### src/rtl/mem_access_stage.sv
`default_nettype none
// ============================================================================
// Module   : mem_access_stage
// Purpose  : MEM stage of a 5-stage RV32I pipeline. Non-memory instructions
//            pass the ALU result straight to the MEM/WB register. Loads and
//            stores run a request/ready/rvalid transaction against data
//            memory, with byte-enable generation, store-data replication and
//            load sign/zero extension. Upstream stages are stalled until the
//            access completes or is aborted by the timeout.
// Ports    : clk, rst                       - clock, synchronous active-high reset
//            alu_out, src2_st1, rd_addr_mem,
//            wb_en_mem, mem_read, mem_write,
//            funct3                         - EX/MEM pipeline register outputs
//            dm_req, dm_we, dm_addr,
//            dm_wdata, dm_be                - data memory request side
//            dm_ready, dm_rvalid, dm_rdata  - data memory response side
//            stall                          - hold IF/ID/EX/EX_MEM
//            wb_data, rd_addr_wb, wb_en_wb  - MEM/WB pipeline register
//            mem_err                        - one-cycle error pulse
// Revision : 1.0 - initial release
// ============================================================================
module mem_access_stage #(
  parameter int TIMEOUT = 16
) (
  input  logic        clk,
  input  logic        rst,
  input  logic [31:0] alu_out,
  input  logic [31:0] src2_st1,
  input  logic [4:0]  rd_addr_mem,
  input  logic        wb_en_mem,
  input  logic        mem_read,
  input  logic        mem_write,
  input  logic [2:0]  funct3,
  output logic        dm_req,
  output logic        dm_we,
  output logic [31:0] dm_addr,
  output logic [31:0] dm_wdata,
  output logic [3:0]  dm_be,
  input  logic        dm_ready,
  input  logic        dm_rvalid,
  input  logic [31:0] dm_rdata,
  output logic        stall,
  output logic [31:0] wb_data,
  output logic [4:0]  rd_addr_wb,
  output logic        wb_en_wb,
  output logic        mem_err
);

  localparam int                 c_cnt_w    = $clog2(TIMEOUT + 1);
  localparam logic [c_cnt_w-1:0] c_cnt_last = c_cnt_w'(TIMEOUT - 1);

  typedef enum logic [1:0] {
    S_IDLE = 2'd0,
    S_REQ  = 2'd1,
    S_RESP = 2'd2,
    S_DONE = 2'd3
  } state_t;

  state_t             r_state;
  state_t             w_next_state;

  logic [c_cnt_w-1:0] r_cnt;
  logic               r_we;
  logic [31:0]        r_addr;
  logic [31:0]        r_wdata;
  logic [3:0]         r_be;
  logic [2:0]         r_funct3;
  logic [1:0]         r_off;
  logic [31:0]        r_load_data;
  logic               r_abort;

  logic               w_mem_op;
  logic               w_bad_f3;
  logic               w_misalign;
  logic               w_err;
  logic               w_launch;
  logic               w_timeout;
  logic               w_abort_set;
  logic               w_capture_load;
  logic [3:0]         w_be;
  logic [31:0]        w_wdata;
  logic [7:0]         w_byte;
  logic [15:0]        w_half;
  logic [31:0]        w_load_val;

  // --------------------------------------------------------------------------
  // Request decode (only meaningful while IDLE)
  // --------------------------------------------------------------------------
  assign w_mem_op = mem_read | mem_write;

  // Loads accept 000/001/010/100/101; stores accept 000/001/010 only.
  always_comb begin
    if (mem_read) begin
      w_bad_f3 = (funct3 == 3'b011) || (funct3[2:1] == 2'b11);
    end else begin
      w_bad_f3 = funct3[2] || (funct3[1:0] == 2'b11);
    end
  end

  assign w_misalign = ((funct3[1:0] == 2'b01) && alu_out[0]) ||
                      ((funct3[1:0] == 2'b10) && (alu_out[1:0] != 2'b00));

  assign w_err    = w_mem_op && ((mem_read && mem_write) || w_bad_f3 || w_misalign);
  assign w_launch = w_mem_op && !w_err;

  // Store lane placement: data is replicated across the word so the byte
  // enables alone select which lanes the memory actually writes.
  always_comb begin
    w_be    = 4'b1111;
    w_wdata = src2_st1;
    case (funct3[1:0])
      2'b00: begin
        w_be    = 4'b0001 << alu_out[1:0];
        w_wdata = {4{src2_st1[7:0]}};
      end
      2'b01: begin
        w_be    = alu_out[1] ? 4'b1100 : 4'b0011;
        w_wdata = {2{src2_st1[15:0]}};
      end
      default: begin
        w_be    = 4'b1111;
        w_wdata = src2_st1;
      end
    endcase
  end

  // --------------------------------------------------------------------------
  // Load data extraction from the returned word
  // --------------------------------------------------------------------------
  always_comb begin
    case (r_off)
      2'd0:    w_byte = dm_rdata[7:0];
      2'd1:    w_byte = dm_rdata[15:8];
      2'd2:    w_byte = dm_rdata[23:16];
      default: w_byte = dm_rdata[31:24];
    endcase
  end

  assign w_half = r_off[1] ? dm_rdata[31:16] : dm_rdata[15:0];

  always_comb begin
    case (r_funct3)
      3'b000:  w_load_val = {{24{w_byte[7]}}, w_byte};
      3'b001:  w_load_val = {{16{w_half[15]}}, w_half};
      3'b100:  w_load_val = {24'd0, w_byte};
      3'b101:  w_load_val = {16'd0, w_half};
      default: w_load_val = dm_rdata;
    endcase
  end

  // Last permitted cycle of REQ+RESP; the access aborts if it has not
  // completed by the end of this cycle.
  assign w_timeout = (r_cnt == c_cnt_last);

  // --------------------------------------------------------------------------
  // FSM: state register
  // --------------------------------------------------------------------------
  always_ff @(posedge clk) begin
    if (rst) begin
      r_state <= S_IDLE;
    end else begin
      r_state <= w_next_state;
    end
  end

  // --------------------------------------------------------------------------
  // FSM: next state and control outputs
  // --------------------------------------------------------------------------
  always_comb begin
    w_next_state   = r_state;
    stall          = 1'b0;
    dm_req         = 1'b0;
    w_abort_set    = 1'b0;
    w_capture_load = 1'b0;
    case (r_state)
      S_IDLE: begin
        if (w_launch) begin
          stall        = 1'b1;
          w_next_state = S_REQ;
        end
      end
      S_REQ: begin
        dm_req = 1'b1;
        stall  = 1'b1;
        // A load accepted on the final permitted cycle could never receive
        // its data in time, so the timeout takes precedence for loads.
        if (dm_ready && r_we) begin
          w_next_state = S_DONE;
        end else if (w_timeout) begin
          w_next_state = S_DONE;
          w_abort_set  = 1'b1;
        end else if (dm_ready) begin
          w_next_state = S_RESP;
        end
      end
      S_RESP: begin
        stall = 1'b1;
        if (dm_rvalid) begin
          w_next_state   = S_DONE;
          w_capture_load = 1'b1;
        end else if (w_timeout) begin
          w_next_state = S_DONE;
          w_abort_set  = 1'b1;
        end
      end
      S_DONE: begin
        w_next_state = S_IDLE;
      end
      default: begin
        w_next_state = S_IDLE;
      end
    endcase
  end

  // --------------------------------------------------------------------------
  // Transaction capture, timeout counter and load data register
  // --------------------------------------------------------------------------
  always_ff @(posedge clk) begin
    if (rst) begin
      r_cnt       <= '0;
      r_we        <= 1'b0;
      r_addr      <= 32'd0;
      r_wdata     <= 32'd0;
      r_be        <= 4'd0;
      r_funct3    <= 3'd0;
      r_off       <= 2'd0;
      r_load_data <= 32'd0;
      r_abort     <= 1'b0;
    end else begin
      if (r_state == S_IDLE) begin
        if (w_launch) begin
          r_cnt       <= '0;
          r_we        <= mem_write;
          r_addr      <= {alu_out[31:2], 2'b00};
          r_wdata     <= w_wdata;
          r_be        <= w_be;
          r_funct3    <= funct3;
          r_off       <= alu_out[1:0];
          r_load_data <= 32'd0;
          r_abort     <= 1'b0;
        end
      end else if ((r_state == S_REQ) || (r_state == S_RESP)) begin
        r_cnt <= r_cnt + 1'b1;
      end
      if (w_capture_load) begin
        r_load_data <= w_load_val;
      end
      if (w_abort_set) begin
        r_abort <= 1'b1;
      end
    end
  end

  assign dm_we    = r_we;
  assign dm_addr  = r_addr;
  assign dm_wdata = r_wdata;
  assign dm_be    = r_be;

  // --------------------------------------------------------------------------
  // MEM/WB pipeline register
  // --------------------------------------------------------------------------
  always_ff @(posedge clk) begin
    if (rst) begin
      wb_data    <= 32'd0;
      rd_addr_wb <= 5'd0;
      wb_en_wb   <= 1'b0;
      mem_err    <= 1'b0;
    end else begin
      mem_err <= 1'b0;
      case (r_state)
        S_IDLE: begin
          if (!w_mem_op) begin
            wb_data    <= alu_out;
            rd_addr_wb <= rd_addr_mem;
            wb_en_wb   <= wb_en_mem;
          end else begin
            // Rejected access or launch cycle: bubble, data/rd held.
            wb_en_wb <= 1'b0;
            mem_err  <= w_err;
          end
        end
        S_DONE: begin
          rd_addr_wb <= rd_addr_mem;
          wb_data    <= r_we ? alu_out : r_load_data;
          wb_en_wb   <= (!r_we && !r_abort) ? wb_en_mem : 1'b0;
          mem_err    <= r_abort;
        end
        default: begin
          wb_en_wb <= 1'b0;
        end
      endcase
    end
  end

endmodule
`default_nettype wire
### config.mk
export PLATFORM = sky130hd
export DESIGN_NAME = mem_access_stage
export DESIGN_NICKNAME = d
export VERILOG_FILES = /design/src/rtl/mem_access_stage.sv
export SDC_FILE = /design/constraint.sdc
export NUM_CORES = 1
export LEC_CHECK = 0
export ABC_AREA = 1
export CORE_MARGIN = 2
export CORE_UTILIZATION = 47
export CTS_CLUSTER_DIAMETER = 80
export DETAILED_ROUTE_END_ITERATION = 8
export PLACE_DENSITY = 0.81
export SLEW_MARGIN = 20
export SYNTH_ARGS = -nofsm -noshare
export SYNTH_HDL_FRONTEND = slang
export SYNTH_SLANG_ARGS = --single-unit
### constraint.sdc
create_clock -name clk -period 2.7 [get_ports clk]
set_input_delay 0.81 -clock clk [delete_from_list [all_inputs] [get_ports clk]]
set_output_delay 0.81 -clock clk [all_outputs]
set_load 0.01 [all_outputs]
# After elaboration in Yosys (flattened, before gate mapping)
# Cells that the tools add are included.
totals:
  ff_bits: 151
  word_cells: 111
  input_bits: 111
  out_inout_bits: 110
op_classes:
  n_shift: 1
  eq_ne: 18
  n_reduce_logical: 34
  n_bitwise: 1
  muxes: 42
  addsub: 1
ops:
  columns: ["op", "n"]
  rows:
  - ["two-way mux 32 bit", 5]
  - ["one-hot mux 32 bit (2 select lines)", 2]
  - ["one-hot mux 32 bit (4 select lines)", 1]
  - ["one-hot mux 8 bit (3 select lines)", 1]
  - ["two-way mux 5 bit", 4]
  - ["two-way mux 16 bit", 1]
  - ["two-way mux 1 bit", 14]
  - ["nonzero test 2 bit", 7]
  - ["equality test 2 bit, second input constant", 6]
  - ["two-way mux 2 bit", 6]
  - ["one-hot mux 5 bit (2 select lines)", 1]
  - ["AND reduction 2 bit", 5]
  - ["one-hot mux 1 bit (2 select lines)", 4]
  - ["one-hot mux 2 bit (4 select lines)", 1]
  - ["one-hot mux 4 bit (2 select lines)", 1]
  - ["logical AND 1 bit", 7]
  - ["equality test 2 x 1 -> 1 bit, second input constant", 3]
  - ["equality test 3 bit, second input constant", 2]
  - ["logical NOT 2 bit", 3]
  - ["logical OR 1 bit", 6]
  - ["adder 5 x 1 -> 5 bit, second input constant", 1]
  - ["equality test 5 x 4 -> 1 bit, second input constant", 1]
  - ["two-way mux 4 bit", 1]
  - ["inequality test 2 bit, second input constant", 2]
  - ["other kinds (10)", 12]

# Longest topological paths before layout
logic_depth:
  ltp_word: 11
  ltp_mapped: 10
  mapped_depth_nobuf: 10

# Worst setup path before layout
# OpenSTA, ideal clock, no wires.
synth_path:
  kind: "input -> output"
  start: "in funct3[0]"
  end: "out stall"
  cell_stages: 7
  required_time_ns: 1.890
  setup_slack_ns: 0.032
  n_path_buf: 2
  t_arrival_ns: 1.858
  cell_sequence: "buf_2 nor2_4 o21ai_2 nor2_4 nand2_4 buf_2 a21oi_1"
synth_between:
  elab_chain_cells: 10
  elab_cells_between_ends: 17
  cone_classes: "eq/ne (4); mux (3); reduce/logical (10)"
synth_lines:
  columns: ["element", "line_no", "source"]
  rows:
  - ["from (decl)", "33", "input logic [2:0] funct3,"]
  - ["equality test 3 x 2 -> 1 bit or equality test 2 bit (tied branches)", "94, 96", null]
  - ["logical OR 1 bit, on equally long branches", "94, 96", null]
  - ["two-way mux 1 bit", "93", "if (mem_read) begin"]
  - ["logical OR 1 bit", "103", "assign w_err = w_mem_op && ((mem_read && mem_write) || w_bad_f3 || w_misalign);"]
  - ["logical OR 1 bit (*)", "103", null]
  - ["logical AND 1 bit (*)", "103", null]
  - ["logical NOT 1 bit (*)", "104", "assign w_launch = w_mem_op && !w_err;"]
  - ["logical AND 1 bit (*)", "104", null]
  - ["two-way mux 1 bit (*)", "177", "if (w_launch) begin"]
  - ["one-hot mux 1 bit (2 select lines) (*)", "175", "case (r_state)"]
  - ["to (decl)", "42", "output logic stall,"]
# Every way passes the cells marked *; elsewhere a longest branch is shown, timed or not.

# Final worst setup path
layout_path:
  start: "in mem_read"
  end: "out stall"
layout_between:
  elab_chain_cells: 8
  elab_cells_between_ends: 10
  cone_classes: "mux (3); bitwise (1); reduce/logical (6)"
layout_lines:
  columns: ["element", "line_no", "source"]
  rows:
  - ["from (decl)", "31", "input logic mem_read,"]
  - ["two-way mux 1 bit or logical AND 1 bit (tied branches)", "93, 103", null]
  - ["logical OR 1 bit (2 in a row)", "103", null]
  - ["logical AND 1 bit", "103", null]
  - ["logical NOT 1 bit", "104", null]
  - ["logical AND 1 bit (*)", "104", null]
  - ["two-way mux 1 bit (*)", "177", null]
  - ["one-hot mux 1 bit (2 select lines) (*)", "175", null]
# Marks and branches as above.

==> qor.csv <==
stage;metric;value;unit
yosys;avgSynthCellArea;7.05;um2
global_route;grt_max_degree;114;
placed_design;port_buffers;218;
route;vias_per_cell;5.61;
layout;num_antenna_cells;0;
global_route;overflow;0;
timing;rsz0062_at_grt;no;
global_route;grt_usage;27.5;%
timing;period_share;98.5;%
timing;setup_viol;0;
layout;stdcell_count;1379;
timing;fin_crit;2.66;ns
route;drc;0;
clock_tree;clock-sinks;151;
clock_tree;clockBufferDepth;2;
yosys;synth-seq-cells;151;
timing;fmax;376;MHz
route;wl;23000;um
yosys;synth_top_family_by_area;simple AND/OR/NAND/NOR gates;
yosys;syn_area;6990;um2
status;outcome;complete, no violations;
yosys;synth_xor_xnor_area_share;0;%
pwr;vdd_ir_drop_max;0.425;mV
die;fp.coreArea;14500;um2
placed_design;gp_congestion;0.948;
placed_design;dp_hpwl;15500;um
die;row_count;44;
route;routedWlPerCell;16.6;um
pwr;power_density;682;nW/um2
timing;drv_slew;0;
clock_tree;htreeDepth;4;
yosys;synth_compound_area_share;19.3;%
die;die_x;126;um
global_route;antenna_found_initial;0;
die;dieHeight;126;um
critical_path;path_buf_inv;2;
clock_tree;path_clk_slew;0.06;ns
critical_path;crit_path_cell_trace;dlygate4sd2_1, nand2_1, nand2_2, nand2_2, nor2_4, nand2_4, a21oi_1, buf_2;
timing;finalClockSkew;0.00698;ns
yosys;yosys.area_share.adder;1.07;%
route;drtPass1Iterations;5;
critical_path;start_kind;input port;
pwr;power_leakage;3.75;nW
clock_tree;numCtsBuffers;17;
die;dieArea;15900;um2
clock_tree;clockRootBuffer;clkbuf_16;
critical_path;critPathCaptureType;output port;
yosys;yosys.area_share.simple;28.5;%
job;cap_violations;0;
yosys;synth_cell_types;29;
route;antenna_left;0;
global_route;grt_pass1_wl;35200;um
critical_path;crit_family;simple AND/OR/NAND/NOR gates;
pwr;total_power;6.75;mW
critical_path;crit_fanout;3;
layout;fillers;1215;
route;routed-via-count;7735;
die;num_io_pins;221;
critical_path;slowest_delay;0.29;ns
yosys;seq_area_frac_synth;43.2;%
global_route;grt_pass1_vias;6680;
critical_path;critPathKind;in2out;
yosys;syn_inst;992;
layout;num-nets-final;1299;
critical_path;worst_path_max_delay_cell;dlygate4sd2_1;
timing;worst_pin_slew;0.842;ns
min_path;min_path_type;reg2reg;
timing;slew_headroom;43.9;%
clock_tree;worstSkewPairLatency;0.43;ns
clock_tree;cts_tree;yes;
critical_path;cp.arrival;1.85;ns
layout;layout-drive-gt1-share;7.11;%
critical_path;crit_top_cell;nand2_2;
yosys;muxShareOfSynthArea;0;%
layout;syn_to_final_growth;41.5;%
placed_design;placed_cells;1341;
timing;hold_viol_final;0;
die;start_util;48.1;%
critical_path;critical_path_required;1.89;ns
yosys;yosys_warnings;0;
route;drt_iter0_markers;800;
flip-flops by register name (all words and copies together), names as in the netlist:
name and flops:
r_off 2, r_abort 1, wb_en_wb 1, mem_err 1, dm_be 4, dm_wdata 32
r_state 2, r_cnt 5, dm_addr 30, r_load_data 32, wb_data 32, dm_we 1
rd_addr_wb 5, r_funct3 3
power by group:
part / total, mW / switching [mW] / internal (mW)
clock: 2.39 / 0.965 / 1.42
combinational: 1.82 / 1.05 / 0.763
sequential: 2.55 / 0.109 / 2.44
total: 6.75 / 2.13 / 4.62
final cells by class:
type / instances / area (um2) / share of cell area (%)
multi-input cells: 722 / 3440 / 34.7
repair buffers: 250 / 2460 / 24.8
clock buffers: 20 / 457 / 4.62
inverters: 40 / 150 / 1.52
well taps: 184 / 230 / 2.33
flip-flops and latches: 151 / 3020 / 30.6
clock inverters: 12 / 141 / 1.43
timing repair:
item                       4_1_cts  5_1_grt
setup endpoints to repair        6        1
gates resized for setup         11        6
setup buffers                    4        3
pin swaps                        4        3
hold buffers                     0        0
stage by stage:
stage                     hold slack (ns)  instance area, um2  util, %  setup TNS [ns]  setup slack, ns
after floorplan                     0.443                7000        -               0           0.0315
after detailed placement            0.451                9260     63.7          -40.76           -0.637
after CTS                           0.460                9870     67.9               0           0.0109
after global routing                0.474                9890     68.1               0          0.00854
final                               0.457                9890     68.1               0           0.0416
after global placement              0.447                9260     63.7          -35.93           -0.614
path summary, 6_finish.rpt:
check                    from         endpoint  slack, ns  depth (start not counted)
setup / recovery     mem_read            stall       0.04                          8
hold / removal    dm_addr[20]      dm_addr[20]       0.46                          2
setup reg to reg   r_state[1]  r_load_data[25]       0.52                          8
hold reg to reg   dm_addr[20]      dm_addr[20]       0.46                          2
cell usage after synthesis:
library cell,number,area share [%]
clkbuf_1,50,2.7
clkinv_1,3,0.16
a31oi_1,32,2.9
buf_2,16,1.1
buf_1,2,0.11
o211ai_1,11,1.2
conb_1,1,0.054
nor2_4,2,0.32
o21a_1,1,0.11
nand2_4,1,0.16
nand3_1,172,12
a21boi_0,1,0.11
o21ai_1,2,0.14
buf_4,3,0.32
ha_1,6,1.1
dfxtp_1,151,43
a21oi_1,132,9.4
inv_2,2,0.11
nand2_1,215,12
inv_1,35,1.9
o21ai_0,72,5.2
nand2_2,3,0.27
nand3_2,1,0.14
nor2_2,1,0.090
o21ai_2,2,0.25
nor2_1,62,3.3
or2_2,2,0.18
buf_6,9,1.4
nand4_1,2,0.18
routing by layer:
layer | up-vias | routed length (um) | track usage, %
met5 | - | 0 | 0
met4 | 0 | 617 | 9.70
met3 | 48 | 1740 | 5.01
met2 | 351 | 10400 | 42.1
met1 | 3587 | 10200 | 39.2
li1 | 3749 | - | -
logic make-up (layout without fill, tap and decap cells):
group,count (synthesis),after routing
AO/OA/AOI/OAI,253,253
buffers and inverters,120,322
flip-flops,151,151
other,1,2
AND/OR/NAND/NOR,461,461
adder cells (fa/ha/maj),6,6
layout by cell type, fill, tap and decap left out, drive strengths merged:
cell type / count
nand3: 173
inv: 40
clkdlybuf4s50: 209
a21oi: 132
buf: 34
a31oi: 32
clkbuf: 22
conb: 2
o211ai: 11
o21ai: 76
nand2: 219
dlymetal6s2s: 1
nand4: 2
nor2: 65
clkinvlp: 2
dfxtp: 151
clkinv: 8
dlygate4sd2: 4
ha: 6
a21boi: 1
o21a: 1
bufinv: 2
or2: 2
tightest hold or removal path, stage by stage, from the launching register on:
cell and delay (ns):
dfxtp_1 0.31, nand2_1 0.06, a21oi_1 0.05
Power figures use the tool's default switching activity.
==> variant, RTL diff (config.mk and constraints unchanged) <==
Set the parameter `TIMEOUT` to 8 (it was 16).
--- a/src/rtl/mem_access_stage.sv
+++ b/src/rtl/mem_access_stage.sv
@@ -20,7 +20,7 @@
 // Revision : 1.0 - initial release
 // ============================================================================
 module mem_access_stage #(
-  parameter int TIMEOUT = 16
+  parameter int TIMEOUT = 8
 ) (
   input  logic        clk,
   input  logic        rst,
Check against the original RTL: no difference found for any inputs over 4 cycles, from zero or initial values and one cycle with rst high; that may be too few to reach the edited logic, so the function may still have changed.
==> variant against the unedited design <==
Global-route usage up 0.25 points; cell count down 1.2%; power down 1.3%; utilization up 0.22 points; clock power up 2%; setup slack better by 18 ps; design area down 0.82%; routed wire length down 4.7%; area after synthesis down 2.1%; sequential cell count down 1; largest cell class unchanged.
==> variant: results <==
[sta]
worst_slack_ps = 59.5
holdWs_ps = 464
max_slew.worst_pin.slew_ps = 529
finClkSkew_ps = 6.04
finalCritPeriodShare_pct = 97.8

[synthesis]
ys_seq_area_share_pct = 43.9
ys_top_cells_by_count = "272 x nand2_1, 150 x dfxtp_1, 116 x a21oi_1"
synth-async-reset-ratio_pct = 0
synth.distinct_cells = 33
synthCells = 975
synth_area_leaders = "dfxtp_1 44%, nand2_1 15%, a21oi_1 8.5%"

[pwr]
p_clk_share_pct = 36.5
p_leak_uw = 0.00371
powerDensity_nw_per_um2 = 679
pwr-share-comb_pct = 25.3
internal_power_uw = 4660
ir_drop_mv = 0.504

[clock_network]
cts_setup_buffers = 0
clk_path_buf_depth = 2
post_cts_resized = 12
cts_root_buf = "clkbuf_16"

[setup_path]
r2r_slack_ps = 400
reg2reg_depth = 9
cpPeakStageDelay_ps = 310
r2r_start = "r_state[1]$_SDFFE_PP0P_"
r2r_end = "r_load_data[30]$_SDFFE_PP0P_"
worst_ep_arrival_time_ps = 1830
crit_path_max_fanout = 3
cp-startpoint = "funct3[1]"

[global_routing]
use_met1_pct = 35.8
grt_pass1_vias = 6852
grt.met2_usage_pct = 44.5
grt_start_max_net_pins = 110
antenna_found_initial = 2
grt_util_all_layers_pct = 27.8
grt_util_met3_pct = 7.73

[routing]
post_drt_wl_per_cell_um = 16.1
top_layer_used = "met5"
wl_met2_mm = 10.3
wl_met3_mm = 1.81
wl_met1_mm = 9.18
viasPerCell = 5.41
dr.first_iter.drc_count = 690

[place]
place_area_um2 = 9190
place_ws_ps = -649
gp_congestion = 0.895
place_hpwl_mm = 15.2

[cells_and_area]
drive_gt1_share_pct = 8.07
nNetsFinal = 1280
finalNonFillerCells = 1362
filler_cell_count = 1226

[min_path]
hold_end = "dm_wdata[25]$_SDFFE_PP0P_"
min_from = "dm_wdata[25]$_SDFFE_PP0P_"

[outcome]
status = "finished, final reports clean"
## variant: cell count changes in the layout (fill, tap and decap cells not counted), moves of 6 or more
cell     change
nand3_1     -66
a21oi_1     -17
nand2_1     +58
a21oi_2     +10
nand2_2      +6
buf_4        -8
## variant: cell families (layout without fill, tap and decap cells)
group | count (synthesis) | after routing | share of synthesized area (%)
AND/OR/NAND/NOR | 463 | 463 | 28.4
adder cells (fa/ha/maj) | 5 | 5 | 0.914
XOR/XNOR | 1 | 1 | 0.128
buffers and inverters | 111 | 312 | 6.96
other | 1 | 3 | 0.0548
flip-flops | 150 | 150 | 43.9
AO/OA/AOI/OAI | 244 | 244 | 19.7
## variant: final cells by class
class	count	area [um^2]	area share, %
multi-input combinational	715	3390	34.5
sequential	150	3000	30.6
timing repair buffer	243	2440	24.9
clock buffer	18	429	4.37
tap	184	230	2.35
clock inverter	14	178	1.81
inverter	37	139	1.42
antenna	1	2.50	0.0255
